## config.mk

```make
export PLATFORM = sky130hd
export DESIGN_NAME = jtframe_mc2_joyscan
export DESIGN_NICKNAME = d
export VERILOG_FILES = /design/src/rtl/jtframe_joy_pkg.sv /design/src/rtl/jtframe_joy_tick.sv /design/src/rtl/jtframe_mc2_joyscan.sv
export SDC_FILE = /design/constraint.sdc
export NUM_CORES = 1
export LEC_CHECK = 0
export BUFFER_PORTS_ARGS = -buffer_cell sky130_fd_sc_hd__clkbuf_2
export CORE_MARGIN = 5
export CORE_UTILIZATION = 35
export CTS_CLUSTER_SIZE = 30
export DETAILED_ROUTE_END_ITERATION = 8
export GPL_TIMING_DRIVEN = 1
export HOLD_SLACK_MARGIN = 0.02
export SLEW_MARGIN = 10
export SYNTH_ARGS = -nofsm -noshare
export SYNTH_HDL_FRONTEND = slang
export SYNTH_SLANG_ARGS = --single-unit
```

## constraint.sdc

```tcl
create_clock -name clk_sys -period 3.2 [get_ports clk_sys]
set_input_delay 0.64 -clock clk_sys [delete_from_list [all_inputs] [get_ports clk_sys]]
set_output_delay 0.64 -clock clk_sys [all_outputs]
set_load 0.05 [all_outputs]
```

## src/rtl/jtframe_joy_pkg.sv

```systemverilog
// Shared step numbers, joy word layout and per-port capture rules for the MC2 DB9 scanner.
// Six-button detection and X/Y/Z/Mode capture are enabled by defining JTFRAME_JOY_SIX_EN.
package jtframe_joy_pkg;

`ifdef JTFRAME_JOY_SIX_EN
  localparam bit SIX_EN = 1'b1;
`else
  localparam bit SIX_EN = 1'b0;
`endif

  localparam logic [3:0] STEP_DIR    = 4'd1;
  localparam logic [3:0] STEP_AST    = 4'd2;
  localparam logic [3:0] STEP_SIXDET = 4'd4;
  localparam logic [3:0] STEP_XYZ    = 4'd5;
  localparam logic [3:0] STEP_PUB    = 4'd7;

  localparam int JB_UP    = 0;
  localparam int JB_DOWN  = 1;
  localparam int JB_LEFT  = 2;
  localparam int JB_RIGHT = 3;
  localparam int JB_B     = 4;
  localparam int JB_C     = 5;
  localparam int JB_A     = 6;
  localparam int JB_START = 7;
  localparam int JB_Z     = 8;
  localparam int JB_Y     = 9;
  localparam int JB_X     = 10;
  localparam int JB_MODE  = 11;

  localparam int PIN_UP    = 0;
  localparam int PIN_DOWN  = 1;
  localparam int PIN_LEFT  = 2;
  localparam int PIN_RIGHT = 3;
  localparam int PIN_P6    = 4;
  localparam int PIN_P9    = 5;

  typedef logic [11:0] joy_word_t;

  localparam joy_word_t XYZ_MASK = joy_word_t'((1 << JB_Z) | (1 << JB_Y) | (1 << JB_X) | (1 << JB_MODE));

  // Shadow keeps buttons active-low, exactly as sampled from the pins.
  typedef struct packed {
    joy_word_t btn_n;
    logic      md;
    logic      six;
  } joy_shadow_t;

  localparam joy_shadow_t SHADOW_RST = '{btn_n: 12'hFFF, md: 1'b0, six: 1'b0};

  function automatic logic step_sel(input logic [3:0] step);
    return step[3] | step[0];
  endfunction

  function automatic joy_shadow_t joy_capture(input joy_shadow_t sh, input logic [3:0] step,
                                              input logic [5:0] pins);
    joy_shadow_t r;
    r = sh;
    case (step)
      STEP_DIR: begin
        r.btn_n[JB_UP]    = pins[PIN_UP];
        r.btn_n[JB_DOWN]  = pins[PIN_DOWN];
        r.btn_n[JB_LEFT]  = pins[PIN_LEFT];
        r.btn_n[JB_RIGHT] = pins[PIN_RIGHT];
        r.btn_n[JB_B]     = pins[PIN_P6];
        r.btn_n[JB_C]     = pins[PIN_P9];
      end
      STEP_AST: begin
        r.md              = ~pins[PIN_LEFT] & ~pins[PIN_RIGHT];
        r.btn_n[JB_A]     = r.md ? pins[PIN_P6] : 1'b1;
        r.btn_n[JB_START] = r.md ? pins[PIN_P9] : 1'b1;
      end
      STEP_SIXDET: r.six = SIX_EN & (pins[3:0] == 4'b0000);
      STEP_XYZ: begin
        r.btn_n[JB_Z]    = (SIX_EN & sh.six) ? pins[PIN_UP]    : 1'b1;
        r.btn_n[JB_Y]    = (SIX_EN & sh.six) ? pins[PIN_DOWN]  : 1'b1;
        r.btn_n[JB_X]    = (SIX_EN & sh.six) ? pins[PIN_LEFT]  : 1'b1;
        r.btn_n[JB_MODE] = (SIX_EN & sh.six) ? pins[PIN_RIGHT] : 1'b1;
      end
      default: ;
    endcase
    return r;
  endfunction

  function automatic joy_word_t joy_publish(input joy_shadow_t sh);
    joy_word_t w;
    w = ~sh.btn_n;
    if (!SIX_EN) w = w & ~XYZ_MASK;
    return w;
  endfunction

endpackage

```

## src/rtl/jtframe_joy_tick.sv

```systemverilog
// Step-rate divider: one-cycle tick every TICK_N clocks, first tick TICK_N cycles after reset.
module jtframe_joy_tick #(
  parameter int TICK_N = 1
) (
  input  logic clk_sys,
  input  logic rst,
  output logic tick
);
  localparam int CW = (TICK_N > 1) ? $clog2(TICK_N) : 1;
  localparam logic [CW-1:0] RELOAD = CW'(TICK_N - 1);

  logic [CW-1:0] cnt_q, cnt_d;

  always_comb begin
    tick  = (cnt_q == '0);
    cnt_d = tick ? RELOAD : cnt_q - 1'b1;
  end

  always_ff @(posedge clk_sys) begin
    if (rst) cnt_q <= RELOAD;
    else     cnt_q <= cnt_d;
  end

endmodule

```

## src/rtl/jtframe_mc2_joyscan.sv

```systemverilog
// Multicore 2 DB9 scan controller: 16-step select sequence per frame, MS/MD3/MD6 detection,
// frame-atomic active-high button words. Build macro: JTFRAME_JOY_SIX_EN.
module jtframe_mc2_joyscan #(
  parameter int CLK_KHZ = 25000,
  parameter int HALF_US = 9
) (
  input  logic        clk_sys,
  input  logic        rst,
  input  logic [5:0]  joy1_pins,
  input  logic [5:0]  joy2_pins,
  output logic        joy_sel,
  output logic [11:0] joy1,
  output logic [11:0] joy2,
  output logic        six1,
  output logic        six2,
  output logic        md1,
  output logic        md2,
  output logic        frame_valid
);
  import jtframe_joy_pkg::*;

  localparam int TICK_RAW = CLK_KHZ * HALF_US / 1000;
  localparam int TICK_N   = (TICK_RAW < 1) ? 1 : TICK_RAW;

  logic        tick;
  logic [3:0]  step_q, step_d;
  logic        sel_q, sel_d;
  joy_shadow_t sh1_q, sh1_d, sh2_q, sh2_d;
  joy_word_t   joy1_q, joy1_d, joy2_q, joy2_d;
  logic        md1_q, md1_d, md2_q, md2_d;
  logic        six1_q, six1_d, six2_q, six2_d;
  logic        fv_q, fv_d;

  jtframe_joy_tick #(.TICK_N(TICK_N)) u_tick (
    .clk_sys (clk_sys),
    .rst     (rst),
    .tick    (tick)
  );

  // Sampling uses the step that is ending, so pins have been stable for a whole step.
  always_comb begin
    step_d = step_q;
    sel_d  = step_sel(step_q);
    sh1_d  = sh1_q;
    sh2_d  = sh2_q;
    joy1_d = joy1_q;
    joy2_d = joy2_q;
    md1_d  = md1_q;
    md2_d  = md2_q;
    six1_d = six1_q;
    six2_d = six2_q;
    fv_d   = 1'b0;
    if (tick) begin
      step_d = step_q + 4'd1;
      sh1_d  = joy_capture(sh1_q, step_q, joy1_pins);
      sh2_d  = joy_capture(sh2_q, step_q, joy2_pins);
      if (step_q == STEP_PUB) begin
        joy1_d = joy_publish(sh1_q);
        joy2_d = joy_publish(sh2_q);
        md1_d  = sh1_q.md;
        md2_d  = sh2_q.md;
        six1_d = SIX_EN & sh1_q.six;
        six2_d = SIX_EN & sh2_q.six;
        fv_d   = 1'b1;
      end
    end
  end

  always_ff @(posedge clk_sys) begin
    if (rst) begin
      step_q <= 4'd0;
      sel_q  <= 1'b1;
      sh1_q  <= SHADOW_RST;
      sh2_q  <= SHADOW_RST;
      joy1_q <= '0;
      joy2_q <= '0;
      md1_q  <= 1'b0;
      md2_q  <= 1'b0;
      six1_q <= 1'b0;
      six2_q <= 1'b0;
      fv_q   <= 1'b0;
    end else begin
      step_q <= step_d;
      sel_q  <= sel_d;
      sh1_q  <= sh1_d;
      sh2_q  <= sh2_d;
      joy1_q <= joy1_d;
      joy2_q <= joy2_d;
      md1_q  <= md1_d;
      md2_q  <= md2_d;
      six1_q <= six1_d;
      six2_q <= six2_d;
      fv_q   <= fv_d;
    end
  end

  assign joy_sel     = sel_q;
  assign joy1        = joy1_q;
  assign joy2        = joy2_q;
  assign md1         = md1_q;
  assign md2         = md2_q;
  assign six1        = six1_q;
  assign six2        = six2_q;
  assign frame_valid = fv_q;

endmodule

```

==> After elaboration in Yosys (flattened, before gate mapping) <==
Index checks and enable logic that the tools add are counted.
W data, S select, Z words.
{ "word_totals": {"regBits": 50, "output_inout_bits": 30, "wordCells": 40} }
{ "op_classes": {"n_addsub": 2, "n_eq_ne": 3, "muxes": 5, "bitwise_logic": 10, "reduce_logical": 6} }
{ "op_table": {"columns": ["op", "n"], "rows": [
  ["$not A8 Y8", 2],
  ["$logic_not A8 Y1", 1],
  ["$sub A8 B1 Y8 const B", 1],
  ["$reduce_and A2 Y1", 3],
  ["$mux W1", 5],
  ["$not A1 Y1", 5],
  ["$add A4 B1 Y4 const B", 1],
  ["$eq A4 B1 Y1 const B", 1],
  ["$eq A4 B2 Y1 const B", 1],
  ["$eq A4 B3 Y1 const B", 1],
  ["$reduce_or A2 Y1", 2],
  ["$and A1 B1 Y1", 2],
  ["$or A1 B1 Y1", 1]
]} }

==> Longest topological paths before layout <==
Gate-level depths: netlist of run 1.
{ "depth": {"ltp_word": 3, "ltp_mapped": 8, "mapped_depth_nobuf": 5} }

==> By module <==
A second synthesis of run 1 with hierarchy kept.
{ "hier_totals": {"hier_cells": 217, "hier_area_um2": 2237.1} }
{ "by_module_without_submodules": {"columns": ["module", "n_inst", "cells_each", "area_per_inst_um2", "seq_area_each_um2"], "rows": [
  ["jtframe_mc2_joyscan", 1, 176, 1851.8, 840.8],
  ["jtframe_joy_tick", 1, 41, 385.4, 160.2]
]} }

==> Worst setup path after synthesis of run 1 <==
Ideal clock, no wire load.
{ "synth_path": {"path_kind": "reg-to-reg", "startpoint": "register u_tick.cnt_q[0]", "endpoint": "register joy1_q[7], in the netlist joy1[7]", "arrival_time_ns": 2.181, "setup_slack_ns": 0.898, "path_stages_with_launch": 9, "n_path_buf": 3, "period_less_slack_ns": 2.302, "cell_sequence": "dfxtp_1 inv_1 ha_1 or3b_1 buf_2 or4_4 buf_6 buf_12 mux2_4"} }
{ "synth_between": {"elab_chain_cells": 2} }
{ "synth_rtl": {"columns": ["element", "line", "text"], "rows": [
  ["start, declared", "jtframe_joy_tick.sv:12", "logic [CW-1:0] cnt_q, cnt_d;"],
  ["start signal, assigned", "jtframe_joy_tick.sv:21", "else cnt_q <= cnt_d;"],
  ["$logic_not A8 Y1", "jtframe_joy_tick.sv:15", "tick = (cnt_q == '0);"],
  ["$reduce_and A2 Y1 (no line)", null, null],
  ["end signal, assigned", "jtframe_mc2_joyscan.sv:87", "joy1_q <= joy1_d;"],
  ["end, declared", "jtframe_mc2_joyscan.sv:29", "joy_word_t joy1_q, joy1_d, joy2_q, joy2_d;"]
]} }
Every way passes these cells.
A chain may end at the register's enable or synchronous reset.

==> Worst setup path in the final report of run 1 <==
{ "layout_path": {"startpoint": "register u_tick.cnt_q[0]", "endpoint": "register joy2_q[5], in the netlist joy2[5]"} }
{ "layout_between": {"elab_chain_cells": 2} }
{ "layout_rtl": {"columns": ["element", "line", "text"], "rows": [
  ["$logic_not A8 Y1", "jtframe_joy_tick.sv:15", null],
  ["$reduce_and A2 Y1 (no line)", null, null],
  ["end signal, assigned", "jtframe_mc2_joyscan.sv:88", "joy2_q <= joy2_d;"],
  ["end, declared", "jtframe_mc2_joyscan.sv:29", null]
]} }
Every way passes these cells.

==> flow_summary.toml, run 1 <==
[cts]
clk-insertion-delay-late_ns = 0.30
cts_root_buf = "clkbuf_8"
cts.sinks = 50
cts_made_buffers = 5
cts_tree = "yes"
cts_resized = 0
clockBufferDepth = 2
h-tree-depth = 2
ctsHoldBuffers = 0
post_cts_buffers = 0
clk_pin_slew_worst_paths_ns = 0.09

[global_route]
grt_remaining_overflow = 0
grt_pass1_wl_mm = 6.603
antenna_found_initial = 0
grt_max_degree = 25
grt.total_usage_pct = 10.65
grt_pass1_vias = 1471

[finish]
multi_input_comb_area_sq_um = 1065
area_growth_pct = 13.45
fill_cells = 631
regArea_sq_um = 1001
diodes = 0
layout-drive-gt1-share_pct = 25.97
fin_nets = 275
instances_no_fill = 335

[power]
p_leak_nw = 1.134
intPower_uw = 910.2
power.switching_uw = 304.1
power_mw = 1.214
p_clk_share_pct = 36.1
p_seq_share_pct = 54.1
powerDensity_nw_per_um2 = 483.3
p_comb_share_pct = 9.8
vdd.ir_drop.worst_uv = 272.3
p_sw_share_pct = 25.05

[drt]
drt-pass1-iter-count = 4
vias = 1590
drc = 0
vias_per_cell = 4.746
ant_nets = 0
drt_iter0_drc = 65
wl_mm = 3.951
wire_per_inst_um = 11.79

[sta]
fin_crit_sh_pct = 73.75
setup_viol = 0
hold_viol_final = 0
clock_skew_ns = 0.01079
drv_slew = 0
hold-worst-slack_ns = 0.4832
period_minus_slack_ns = 2.360
max_freq_ghz = 0.4237
grt_setup_unrepaired = "false"
tns_ns = 0
finalWorstSetupSlack_ns = 0.8400

[logic_synthesis]
yosysUniqueCellTypes = 38
seq_area_frac_synth_pct = 45.20
synth_ff_type = "dfxtp_1"
yosys_warnings = 0
avgSynthCellArea_sq_um = 9.756
post_synth_instance_area_sq_um = 2215
synth_edf_count = 0
syn_inst = 227
ys_ff_latch = 50
async_reset_ff_share_pct = 0

[setup_path]
cp.arrival_ns = 2.55
critical_path_class = "flop to flop"
crit_required_ns = 3.39
critPathMaxStageDelay_ns = 0.73
critPathBufInv = 1
crit_path_cell_trace = "inv_1 > ha_1 > or3b_1 > or4_4 > mux2_4"
critPathMaxFanout = 19
start_kind = "flop"
crit_family = "simple AND/OR/NAND/NOR gates"
endpoint_kind = "flop"
slowest_stage = "or4_4"

[die]
die_h_um = 89.55
io-pin-count = 44
num_rows = 29
core_sq_um = 6241
die_x_um = 89.55
dieArea_sq_um = 8018
start_util_pct = 35.49

[run]
max_cap_violations = 0

[hold_path]
hp-class = "flop to flop"

[status]
status = "finished, final reports clean"

[place]
place_congestion = 0.8392
portBuffers = 33
hpwl_mm = 2.873
dp_slack_ns = 0.8492
dp.cells = 327
[power by group through the flow]
stage	clock [mW]	combinational [mW]	sequential [mW]
floorplan	0	0.104	0.666
global placement	0	0.119	0.671
detailed placement	0	0.118	0.671
CTS	0.455	0.119	0.656
global route	0.482	0.131	0.660
finish	0.439	0.119	0.657
[synthesized netlist by cell type (2+ instances only)]
library cell,instances,area [sq um]
nand2b_1,4,25.02
nor3b_1,2,15.01
mux2_2,9,101.4
mux2_4,7,105.1
clkbuf_1,11,41.29
nor4b_1,2,17.52
a21oi_1,5,25.02
nor2b_1,16,100.1
or4_4,2,22.52
nand4_1,3,18.77
xnor2_1,2,17.52
nand3_1,2,10.01
nor4_1,5,31.28
inv_1,7,26.28
nor2_1,34,127.6
buf_4,10,75.07
dfxtp_1,50,1001
o31ai_1,2,15.01
nor3_1,9,45.04
or3_1,2,12.51
o21ai_0,5,25.02
ha_1,4,50.05
nand2_1,2,7.510
mux2i_1,18,180.2
[flip-flops by register name, summed over array words and instances, names as in the netlist]
name,flops
u_tick.cnt_q,8
step_q,4
sh2_q,9
md1,1
md2,1
frame_valid,1
joy_sel,1
joy2,8
sh1_q,9
joy1,8
[layout by cell type, fill, tap and decap left out, types with 6 or more instances in the layout]
| cell type | n |
|---|---|
| mux2_2 | 9 |
| nor2b_1 | 16 |
| dfxtp_1 | 50 |
| clkbuf_2 | 33 |
| mux2i_1 | 18 |
| inv_1 | 7 |
| buf_4 | 6 |
| mux2_4 | 7 |
| nor2_1 | 34 |
| nor3_1 | 9 |
| conb_1 | 10 |
[final timing paths]
| kind | startpoint | endpoint | slack (ns) | cells after the start |
|---|---|---|---|---|
| max | u_tick.cnt_q[0]$_SDFF_PP0_ | joy2[5]$_SDFFE_PP0P_ | 0.84 | 5 |
| min | md1$_SDFFE_PP0P_ | md1$_SDFFE_PP0P_ | 0.48 | 2 |
| max reg2reg | u_tick.cnt_q[0]$_SDFF_PP0_ | joy2[5]$_SDFFE_PP0P_ | 0.84 | 5 |
| min reg2reg | md1$_SDFFE_PP0P_ | md1$_SDFFE_PP0P_ | 0.48 | 2 |
[per-stage QoR]
stage                     util, %  instance area, sq um
after floorplan                 -                  2248
after global placement      38.43                  2399
after detailed placement    38.43                  2399
after CTS                   40.26                  2512
after global routing        40.26                  2512
final                       40.26                  2512
[metal layers]
metal / up-vias / track usage (%) / wire length (um)
met3: 6 / 3.134 / 243
met1: 728 / 13.91 / 1932
met5: - / 0 / 0
met2: 36 / 16.29 / 1707
li1: 820 / - / -
met4: 0 / 4.465 / 67
[cells by family after synthesis]
group	synth area share, %
AOI/OAI and AO/OA	5.254
xor gates and xnor gates	0.7911
adders and majority gates	2.260
buffers and inverters	8.248
DFF	45.20
muxes	17.46
other	0.1693
and+or+nand+nor	20.62
[cell type report]
| cell class | count | area share [%] |
|---|---|---|
| inverter | 7 | 1.046 |
| clock inverter | 3 | 1.793 |
| clock buffer | 5 | 2.739 |
| tap | 77 | 3.835 |
| sequential | 50 | 39.84 |
| timing repair buffer | 39 | 8.367 |
| multi-input combinational | 154 | 42.38 |
[tightest hold or removal path: cells and delay by family (launching register included)]
kind          cells  cell delay, ns
flops             1            0.32
simple gates      1            0.06
mux               1            0.06
No activity file was read; power rests on OpenSTA's default activity.
==> run 2, diff against run 1 <==
ABC_AREA = 1   (was default)
clock period = 2.25 ns   (was 3.2 ns; I/O delays follow)
==> run 2 against run 1 <==
Worst hold slack worse by 0.088 ns. Clock skew is 0.0022 ns higher. Register-to-register slack lost 0.29 ns. Power up 35%. Synthesized cell count increased by 38%. Global-route usage up 0.76 points. Highest routed layer unchanged. Flip-flop and latch count unchanged. Setup slack lost 0.29 ns. Critical path depth grew 1.
==> flow_summary.toml, run 2 <==
[cts]
clockBufferDepth = 2
cts_tree = "yes"
cts.sinks = 50
cts_resized = 0
cts_root_buf = "clkbuf_8"
ctsHoldBuffers = 0
cts_made_buffers = 5
clk_pin_slew_worst_paths_ns = 0.10
clk-insertion-delay-late_ns = 0.30
post_cts_buffers = 0
h-tree-depth = 2

[sta]
clock_skew_ns = 0.01297
setup_viol = 0
relSlewSlack_pct = 61.69
drv_slew = 0
hold_viol_final = 0
fin_crit_sh_pct = 75.51
tns_ns = 0
worst_pin_slew_ns = 0.5726
max_freq_ghz = 0.5886
grt_setup_unrepaired = "false"
finalWorstSetupSlack_ns = 0.5511
period_minus_slack_ns = 1.699

[logic_synthesis]
async_reset_ff_share_pct = 0
synthTopCellsByArea = "dfxtp_1, nand2_1, nand3_1"
synthTopCellsByCount = "nand2_1, dfxtp_1, inv_1"
avgSynthCellArea_sq_um = 7.251
synth_edf_count = 0
yosys_warnings = 0
synth_top_area_share_pct = 44.10
seq_area_frac_synth_pct = 44.10
synth_top_area_cell = "dfxtp_1"
post_synth_instance_area_sq_um = 2270
syn_inst = 313
synth_ff_type = "dfxtp_1"
ys_ff_latch = 50
yosysUniqueCellTypes = 24
yosysMostFrequentCell = "nand2_1"

[drt]
wl_mm = 4.422
ant_nets = 0
wire_per_inst_um = 10.48
drt-pass1-iter-count = 4
vias = 1859
drc = 0
drt_iter0_drc = 106
vias_per_cell = 4.405

[finish]
layout-drive-gt1-share_pct = 17.10
area_growth_pct = 11.63
post-route-util_pct = 40.13
instances_no_fill = 422
final_common_cell = "nand2_1"
fin_area_sq_um = 2534
top_regs = "sh1_q (9), sh2_q (9)"
fin_nets = 362
final_cell_mix = "nand2_1, dfxtp_1, inv_1, nor2_1, nand3_1"
diodes = 0

[place]
dp_slack_ns = 0.5508
place_congestion = 0.7796
dp.cells = 414
hpwl_mm = 3.115
placed_area_sq_um = 2435
portBuffers = 33

[global_route]
busiest_layer = "met2"
grt_remaining_overflow = 0
grt_pass1_vias = 1817
grt_pass1_wl_mm = 7.990
grtUsageMet1_pct = 14.85
use_met2_pct = 18.22
use_met3_pct = 3.667
grt.total_usage_pct = 11.41
grt_max_degree = 39
antenna_found_initial = 0

[setup_path]
endpoint_kind = "flop"
regToRegSetupSlack_ns = 0.55
critPathMaxFanout = 32
cp.arrival_ns = 1.89
reg2reg_depth = 6
worstSetupEndpoint = "joy2[6]$_SDFFE_PP0P_"
reg2reg_to = "joy2[6]$_SDFFE_PP0P_"
start_kind = "flop"
setup.worst_path.start = "step_q[0]$_SDFFE_PP0P_"
critical_path_class = "flop to flop"
crit_required_ns = 2.44
timing.rr.start = "step_q[0]$_SDFFE_PP0P_"

[die]
num_rows = 29
die_x_um = 90.53
die_h_um = 90.53
start_util_pct = 35.95
io-pin-count = 44
dieArea_sq_um = 8196
core_sq_um = 6314

[hold_path]
hp-class = "input port to flop"

[status]
status = "finished, final reports clean"

[run]
max_cap_violations = 0

[power]
powerDensity_nw_per_um2 = 648.4
vdd.ir_drop.worst_uv = 344.9
p_leak_nw = 1.445
==> run 2: cell count changes in the layout (fill, tap and decap cells not counted), sizes merged, moves of 4 or more <==
cell,change
nand2,+68
inv,+44
nand3,+38
nor2,+19
mux2i,-18
mux2,-16
nor2b,-16
nor3,-8
nor4,-5
nand2b,-4
==> run 2: area by class of cell <==
cell class,instances,area (sq um)
inverter,50,187.7
multi-input combinational,201,962.2
fill,675,3780
sequential,50,1001
clock inverter,2,16.27
tap,77,96.34
clock buffer,6,82.58
timing repair buffer,36,187.7
==> run 2: critical path: stages, from the launching register on <==
cell,delay [ns]
dfxtp_1,0.41
ha_1,0.24
nand2_1,0.09
nor2_2,0.19
nand2_2,0.38
nor2_1,0.21
nor2_1,0.07
==> run 2: cell families (layout without fill, tap and decap cells) <==
group                    after synthesis  after routing  share of synthesized area (%)
AO/OA/AOI/OAI                         17             17                          4.190
AND/OR/NAND/NOR                      169            169                          33.96
buffers and inverters                 71             94                          14.99
other                                  1             10                         0.1652
flip-flops                            50             50                          44.10
XOR/XNOR                               1              1                         0.3860
adder cells (fa/ha/maj)                4              4                          2.205
==> run 2: per-stage QoR <==
step	hold WS (ns)	total power, mW
after floorplan	0.3925	1.076
after CTS	0.3860	1.668
after global placement	0.4041	1.099
after detailed placement	0.4058	1.099
after global routing	0.4045	1.720
final	0.3949	1.643
==> run 2: report_power, final <==
group / switching (mW) / internal, mW
registers: 0.0190 / 0.903
clock network: 0.311 / 0.254
logic: 0.116 / 0.0406
==> run 2: how the worst min path moves through the flow <==
stage | from | end | depth (start not counted)
after floorplan | u_tick.cnt_q[0]$_SDFF_PP0_ | u_tick.cnt_q[0]$_SDFF_PP0_ | 1
after global placement | u_tick.cnt_q[0]$_SDFF_PP0_ | u_tick.cnt_q[0]$_SDFF_PP0_ | 1
after detailed placement | u_tick.cnt_q[0]$_SDFF_PP0_ | u_tick.cnt_q[0]$_SDFF_PP0_ | 1
after CTS | joy2_pins[1] | sh2_q[3]$_SDFFE_PP1P_ | 3
after global routing | joy1_pins[1] | sh1_q[3]$_SDFFE_PP1P_ | 3
final | joy1_pins[1] | sh1_q[3]$_SDFFE_PP1P_ | 3
==> run 2: routing by layer <==
| metal | vias to the layer above | routed length, um |
|---|---|---|
| met3 | 2 | 236 |
| met5 | - | 0 |
| li1 | 996 | - |
| met4 | 0 | 19 |
| met2 | 30 | 1969 |
| met1 | 831 | 2198 |
